`src/rtl/decode_scoreboard.sv`:
```
// Issue controller around the decode stage: per-register in-flight write scoreboard,
// RAW/saturation stall, and the decode->execute issue register with flush.
`timescale 1ns/1ps
module decode_scoreboard #(
    parameter int NREG   = 32,
    parameter int ADDR_W = 5,
    parameter int CNT_W  = 2
) (
    input  logic              clk,
    input  logic              reset,
    input  logic              f_valid,
    output logic              f_ready,
    input  logic [ADDR_W-1:0] ra1,
    input  logic [ADDR_W-1:0] ra2,
    input  logic              use_ra1,
    input  logic              use_ra2,
    input  logic [ADDR_W-1:0] dst,
    input  logic              wen,
    output logic              d_valid,
    input  logic              d_ready,
    output logic [ADDR_W-1:0] d_dst,
    output logic              d_wen,
    input  logic              wb_valid,
    input  logic [ADDR_W-1:0] wb_dst,
    input  logic              flush,
    output logic [31:0]       stall_cnt,
    output logic              sb_err
);

    localparam logic [CNT_W-1:0] CNT_MAX = '1;

    logic [CNT_W-1:0]  cnt_q [NREG];
    logic [CNT_W-1:0]  cnt_d [NREG];
    logic              d_valid_q, d_valid_d;
    logic [ADDR_W-1:0] d_dst_q, d_dst_d;
    logic              d_wen_q, d_wen_d;
    logic [31:0]       stall_cnt_q, stall_cnt_d;
    logic              sb_err_q, sb_err_d;

    logic wr, haz, space, accept, underflow;

    // Hazards look only at registered counters, so a same-cycle retire releases next cycle.
    always_comb begin
        wr  = wen && (dst != '0);
        haz = (use_ra1 && (ra1 != '0) && (cnt_q[ra1] != '0)) ||
              (use_ra2 && (ra2 != '0) && (cnt_q[ra2] != '0)) ||
              (wr && (cnt_q[dst] == CNT_MAX));
    end

    // Handshakes: a transfer happens on a cycle where valid and ready are both high;
    // valid never depends on ready, and the issue register frees on consume or flush.
    assign space   = !d_valid_q || d_ready;
    assign f_ready = reset && space && !haz && !flush;
    assign accept  = f_valid && f_ready;

    // Net delta per register; a negative result clamps to zero and raises the sticky error.
    always_comb begin
        logic              inc;
        logic              dec_wb;
        logic              dec_fl;
        logic [CNT_W+1:0]  nxt;
        inc       = 1'b0;
        dec_wb    = 1'b0;
        dec_fl    = 1'b0;
        nxt       = '0;
        underflow = 1'b0;
        for (int i = 0; i < NREG; i++) begin
            inc    = accept && wr && (dst == ADDR_W'(i));
            dec_wb = wb_valid && (wb_dst == ADDR_W'(i));
            dec_fl = flush && d_valid_q && d_wen_q && (d_dst_q == ADDR_W'(i));
            nxt    = {2'b00, cnt_q[i]} + {{(CNT_W+1){1'b0}}, inc}
                   - {{(CNT_W+1){1'b0}}, dec_wb} - {{(CNT_W+1){1'b0}}, dec_fl};
            if (i == 0) begin
                cnt_d[i] = '0;
            end else if (nxt[CNT_W+1]) begin
                cnt_d[i]  = '0;
                underflow = 1'b1;
            end else if (nxt[CNT_W]) begin
                cnt_d[i] = CNT_MAX;
            end else begin
                cnt_d[i] = nxt[CNT_W-1:0];
            end
        end
    end

    always_comb begin
        d_valid_d = d_valid_q;
        d_dst_d   = d_dst_q;
        d_wen_d   = d_wen_q;
        if (flush) begin
            d_valid_d = 1'b0;
        end else if (accept) begin
            d_valid_d = 1'b1;
            d_dst_d   = dst;
            d_wen_d   = wr;
        end else if (d_ready && d_valid_q) begin
            d_valid_d = 1'b0;
        end
    end

    always_comb begin
        stall_cnt_d = stall_cnt_q;
        if (f_valid && !f_ready) begin
            stall_cnt_d = stall_cnt_q + 32'd1;
        end
        sb_err_d = sb_err_q || underflow;
    end

    always_ff @(posedge clk or negedge reset) begin
        if (!reset) begin
            for (int i = 0; i < NREG; i++) begin
                cnt_q[i] <= '0;
            end
            d_valid_q   <= 1'b0;
            d_dst_q     <= '0;
            d_wen_q     <= 1'b0;
            stall_cnt_q <= '0;
            sb_err_q    <= 1'b0;
        end else begin
            for (int i = 0; i < NREG; i++) begin
                cnt_q[i] <= cnt_d[i];
            end
            d_valid_q   <= d_valid_d;
            d_dst_q     <= d_dst_d;
            d_wen_q     <= d_wen_d;
            stall_cnt_q <= stall_cnt_d;
            sb_err_q    <= sb_err_d;
        end
    end

    assign d_valid   = d_valid_q;
    assign d_dst     = d_dst_q;
    assign d_wen     = d_wen_q;
    assign stall_cnt = stall_cnt_q;
    assign sb_err    = sb_err_q;

endmodule
```
`config.mk`:
```
export PLATFORM = sky130hd
export DESIGN_NAME = decode_scoreboard
export DESIGN_NICKNAME = d
export VERILOG_FILES = /design/src/rtl/decode_scoreboard.sv
export SDC_FILE = /design/constraint.sdc
export NUM_CORES = 1
export LEC_CHECK = 0
export BUFFER_PORTS_ARGS = -buffer_cell sky130_fd_sc_hd__buf_2
export CORE_AREA = 2 2 132 134
export DETAILED_ROUTE_END_ITERATION = 12
export DIE_AREA = 0 0 134 136
export PLACE_DENSITY = 0.79
export SLEW_MARGIN = 20
export SYNTH_ARGS = -nofsm -noshare
export SYNTH_HDL_FRONTEND = slang
export SYNTH_SLANG_ARGS = --single-unit
```
`constraint.sdc`:
```
create_clock -name clk -period 4.97 [get_ports clk]
set_input_delay 0 -clock clk [delete_from_list [all_inputs] [get_ports clk]]
set_output_delay 0 -clock clk [all_outputs]
set_load 0.02 [all_outputs]
```
==> results_dict.tcl <==
set metrics [dict create \
    status "completed" \
    gp_congestion 1.07 \
    timing.final.crit_share 0.927 \
    cpMostUsedCell "ha_1" \
    core_area_um2 16900 \
    cp.required_ns 5.22 \
    vdd_ir_drop_max_v 0.000227 \
    area_growth_pct 9.48 \
    fmax_ghz 0.217 \
    die-area_um2 18200 \
    dp_hpwl_um 18600 \
    cts_root_buf "clkbuf_16" \
    grt-ovfl-total 0 \
    async_reset_ff_frac 1.00 \
    hold_depth 3 \
    hold_buffers 2 \
    netlist_area_um2 9080 \
    max_slew.worst_pin.slew_ns 1.08 \
    ant_nets 0 \
    fin_worst_skew_ns 0.00947 \
    crit_chain "mux4_2 -> mux4_2 -> inv_1 -> o2111ai_1 -> nor3_2 -> buf_4 -> nand2_1 -> nor3_1 -> ha_1 -> ha_1 -> inv_1 -> ha_1 -> nor4_1 -> nand4_1 -> or2_2" \
    cts_resized 0 \
    netlist-cell-type-count 56 \
    drive_gt1_frac 0.132 \
    drt_wl_total_um 23900 \
    path_class "flop to flop" \
    syn_inst 944 \
    vias_per_cell 5.81 \
    syn_nets 1160 \
    synth-main-ff-cell "dfrtp_1" \
    insertedDiodeCount 0 \
    wl_per_cell_um 19.3 \
    worst_slack_ns 0.364 \
    crit_arrival_ns 4.85 \
    synth_edf_count 0 \
    die_y_um 136 \
    postCtsSetupBuffers 0 \
    hold_violations 0 \
    grt_pass1_vias 7232 \
    yosys_warnings 0 \
    grt_pass1_wl_um 38600 \
    cts_made_buffers 9 \
    portBuffers 69 \
    cts_buffer_depth 2 \
    avgSynthCellArea_um2 9.62 \
    synth_top_area_frac 0.281 \
    initial_core_util 0.538 \
    rsz0062_at_grt "no" \
    synth_area_leader_cell "dfrtp_1" \
    layout_common_cells "177 x inv_1, 125 x ha_1, 102 x dfrtp_1, 91 x nand2_1, 90 x nor2_1" \
    power.leakage_nw 5.14 \
    max_stage_delay_ns 0.50 \
    hold_ws_ns 0.0233 \
    grt_max_degree 63 \
    num_rows 48 \
    cts_tree "yes" \
    nNetsFinal 1220 \
    fillCellCount 1393 \
    clk_pin_slew_ns 0.08 \
    cts_max_level 3 \
    r2r_cells 15 \
    antenna_found_initial 0 \
    cap_violations 0 \
    die_w_um 134 \
    crit_fanout 12 \
    yosys-top-cells-area "dfrtp_1 28%, ha_1 17%, fa_1 14%" \
    drc 0 \
    cp_slowest_cell "mux4_2" \
    place_ws_ns 0.475 \
    first_pass_iters 6 \
    clkLatencyLatePin_ns 0.37 \
    powerDensity_nw_per_um2 325 \
    final_max_slew_viol_count 0 \
    totalPowerFinal_mw 3.23 \
    grt_usage 0.280 \
    slew_headroom 0.279 \
    tns_ns 0 \
    vias 7170 \
    drtIter0Drc 655 \
    final_common_cell "inv_1" \
    setup_violations 0 \
    seq_area_frac_synth 0.281 \
    num_io_pins 70 \
    ys_ff_latch 102 \
    cp-start-kind "flop" \
    layout_min_cycle_time_ns 4.61 \
    end_kind "flop" \
    cts.sinks 102 \
    hp-class "primary input to flop" \
]
path summary, 6_finish.rpt:
check	start	to	slack, ns
setup / recovery	cnt_q[3]$_DFF_PN0_	sb_err$_DFF_PN0_	0.36
hold / removal	d_ready	d_valid$_DFFE_PN0P_	0.02
setup reg to reg	cnt_q[3]$_DFF_PN0_	sb_err$_DFF_PN0_	0.36
hold reg to reg	stall_cnt[31]$_DFFE_PN0P_	stall_cnt[31]$_DFFE_PN0P_	0.47
max in group asynchronous	reset	cnt_q[47]$_DFF_PN0_	3.53
min in group asynchronous	reset	stall_cnt[13]$_DFFE_PN0P_	0.16
cell families (layout without fill, tap and decap cells):
| group | count (synthesis) | after routing | share of synthesized area |
|---|---|---|---|
| AO/OA/AOI/OAI | 66 | 66 | 0.0466 |
| AND/OR/NAND/NOR | 311 | 311 | 0.168 |
| adder cells (fa/ha/maj) | 187 | 187 | 0.309 |
| flip-flops | 102 | 102 | 0.281 |
| XOR/XNOR | 31 | 31 | 0.0299 |
| multiplexers | 39 | 39 | 0.0764 |
| buffers and inverters | 208 | 273 | 0.0897 |
registers in the layout, indices dropped and copies added (netlist names):
name	cells
d_valid	1
stall_cnt	32
cnt_q	62
sb_err	1
d_wen	1
d_dst	5
worst max-delay path: cells and delay by family, from the launching register on:
kind	cells	cell delay [ns]
and+or+nand+nor	6	1.92
muxes	2	0.98
adders and majority gates	3	0.66
DFF	1	0.45
buffers and inverters	3	0.32
AOI/OAI and AO/OA	1	0.17
cell type report:
class	instances	area [µm²]	area share
clock buffer	9	225	0.0226
clock inverter	7	63.8	0.00642
inverter	177	664	0.0668
multi-input combinational	634	5720	0.575
sequential	102	2550	0.257
tap	225	282	0.0283
timing repair buffer	80	435	0.0438
cell usage after synthesis, types with 2 or more instances:
| master | count |
|---|---|
| nor2_1 | 90 |
| and4_1 | 4 |
| buf_2 | 9 |
| nor4_1 | 13 |
| a21oi_1 | 34 |
| ha_1 | 125 |
| a22oi_1 | 2 |
| mux2i_1 | 3 |
| and2_1 | 11 |
| a221oi_1 | 3 |
| buf_4 | 4 |
| o22ai_1 | 4 |
| nand4_1 | 16 |
| o21ai_0 | 2 |
| o31a_1 | 2 |
| nor3_1 | 22 |
| nor3b_1 | 9 |
| mux4_2 | 23 |
| a31oi_1 | 2 |
| nand3_4 | 2 |
| o211ai_1 | 4 |
| nand2b_1 | 10 |
| inv_1 | 177 |
| buf_1 | 3 |
| clkbuf_1 | 14 |
| a311oi_1 | 2 |
| xor2_1 | 31 |
| nand3_1 | 13 |
| nand3b_1 | 2 |
| fa_1 | 62 |
| nand2_1 | 91 |
| or2_2 | 4 |
| nor2b_1 | 8 |
| and3_1 | 7 |
| mux2_1 | 5 |
| or3_1 | 3 |
| dfrtp_1 | 102 |
| mux2_2 | 8 |
metal layers:
metal / global-route usage / wire length, µm / vias up / part of all wire
met5: 0 / 0 / - / 0
met4: 0.114 / 1090 / 0 / 0.045
met3: 0.0876 / 2600 / 86 / 0.11
met2: 0.439 / 10800 / 434 / 0.45
met1: 0.364 / 9420 / 3470 / 0.39
li1: - / - / 3180 / -
through the flow:
step / instance area, µm² / std cells / utilization
after floorplan: 9080 / 944 / -
after global placement: 9640 / 1216 / 0.571
after detailed placement: 9640 / 1216 / 0.571
after CTS: 9940 / 1234 / 0.589
after global routing: 9940 / 1234 / 0.589
final: 9940 / 1234 / 0.589
report_power, final:
part	switching [mW]	leakage (nW)	internal, mW
clock	0.367	0.136	0.352
combinational	0.665	3.69	0.501
sequential	0.311	1.31	1.04
Note: power is estimated with default switching activity, not from simulation.
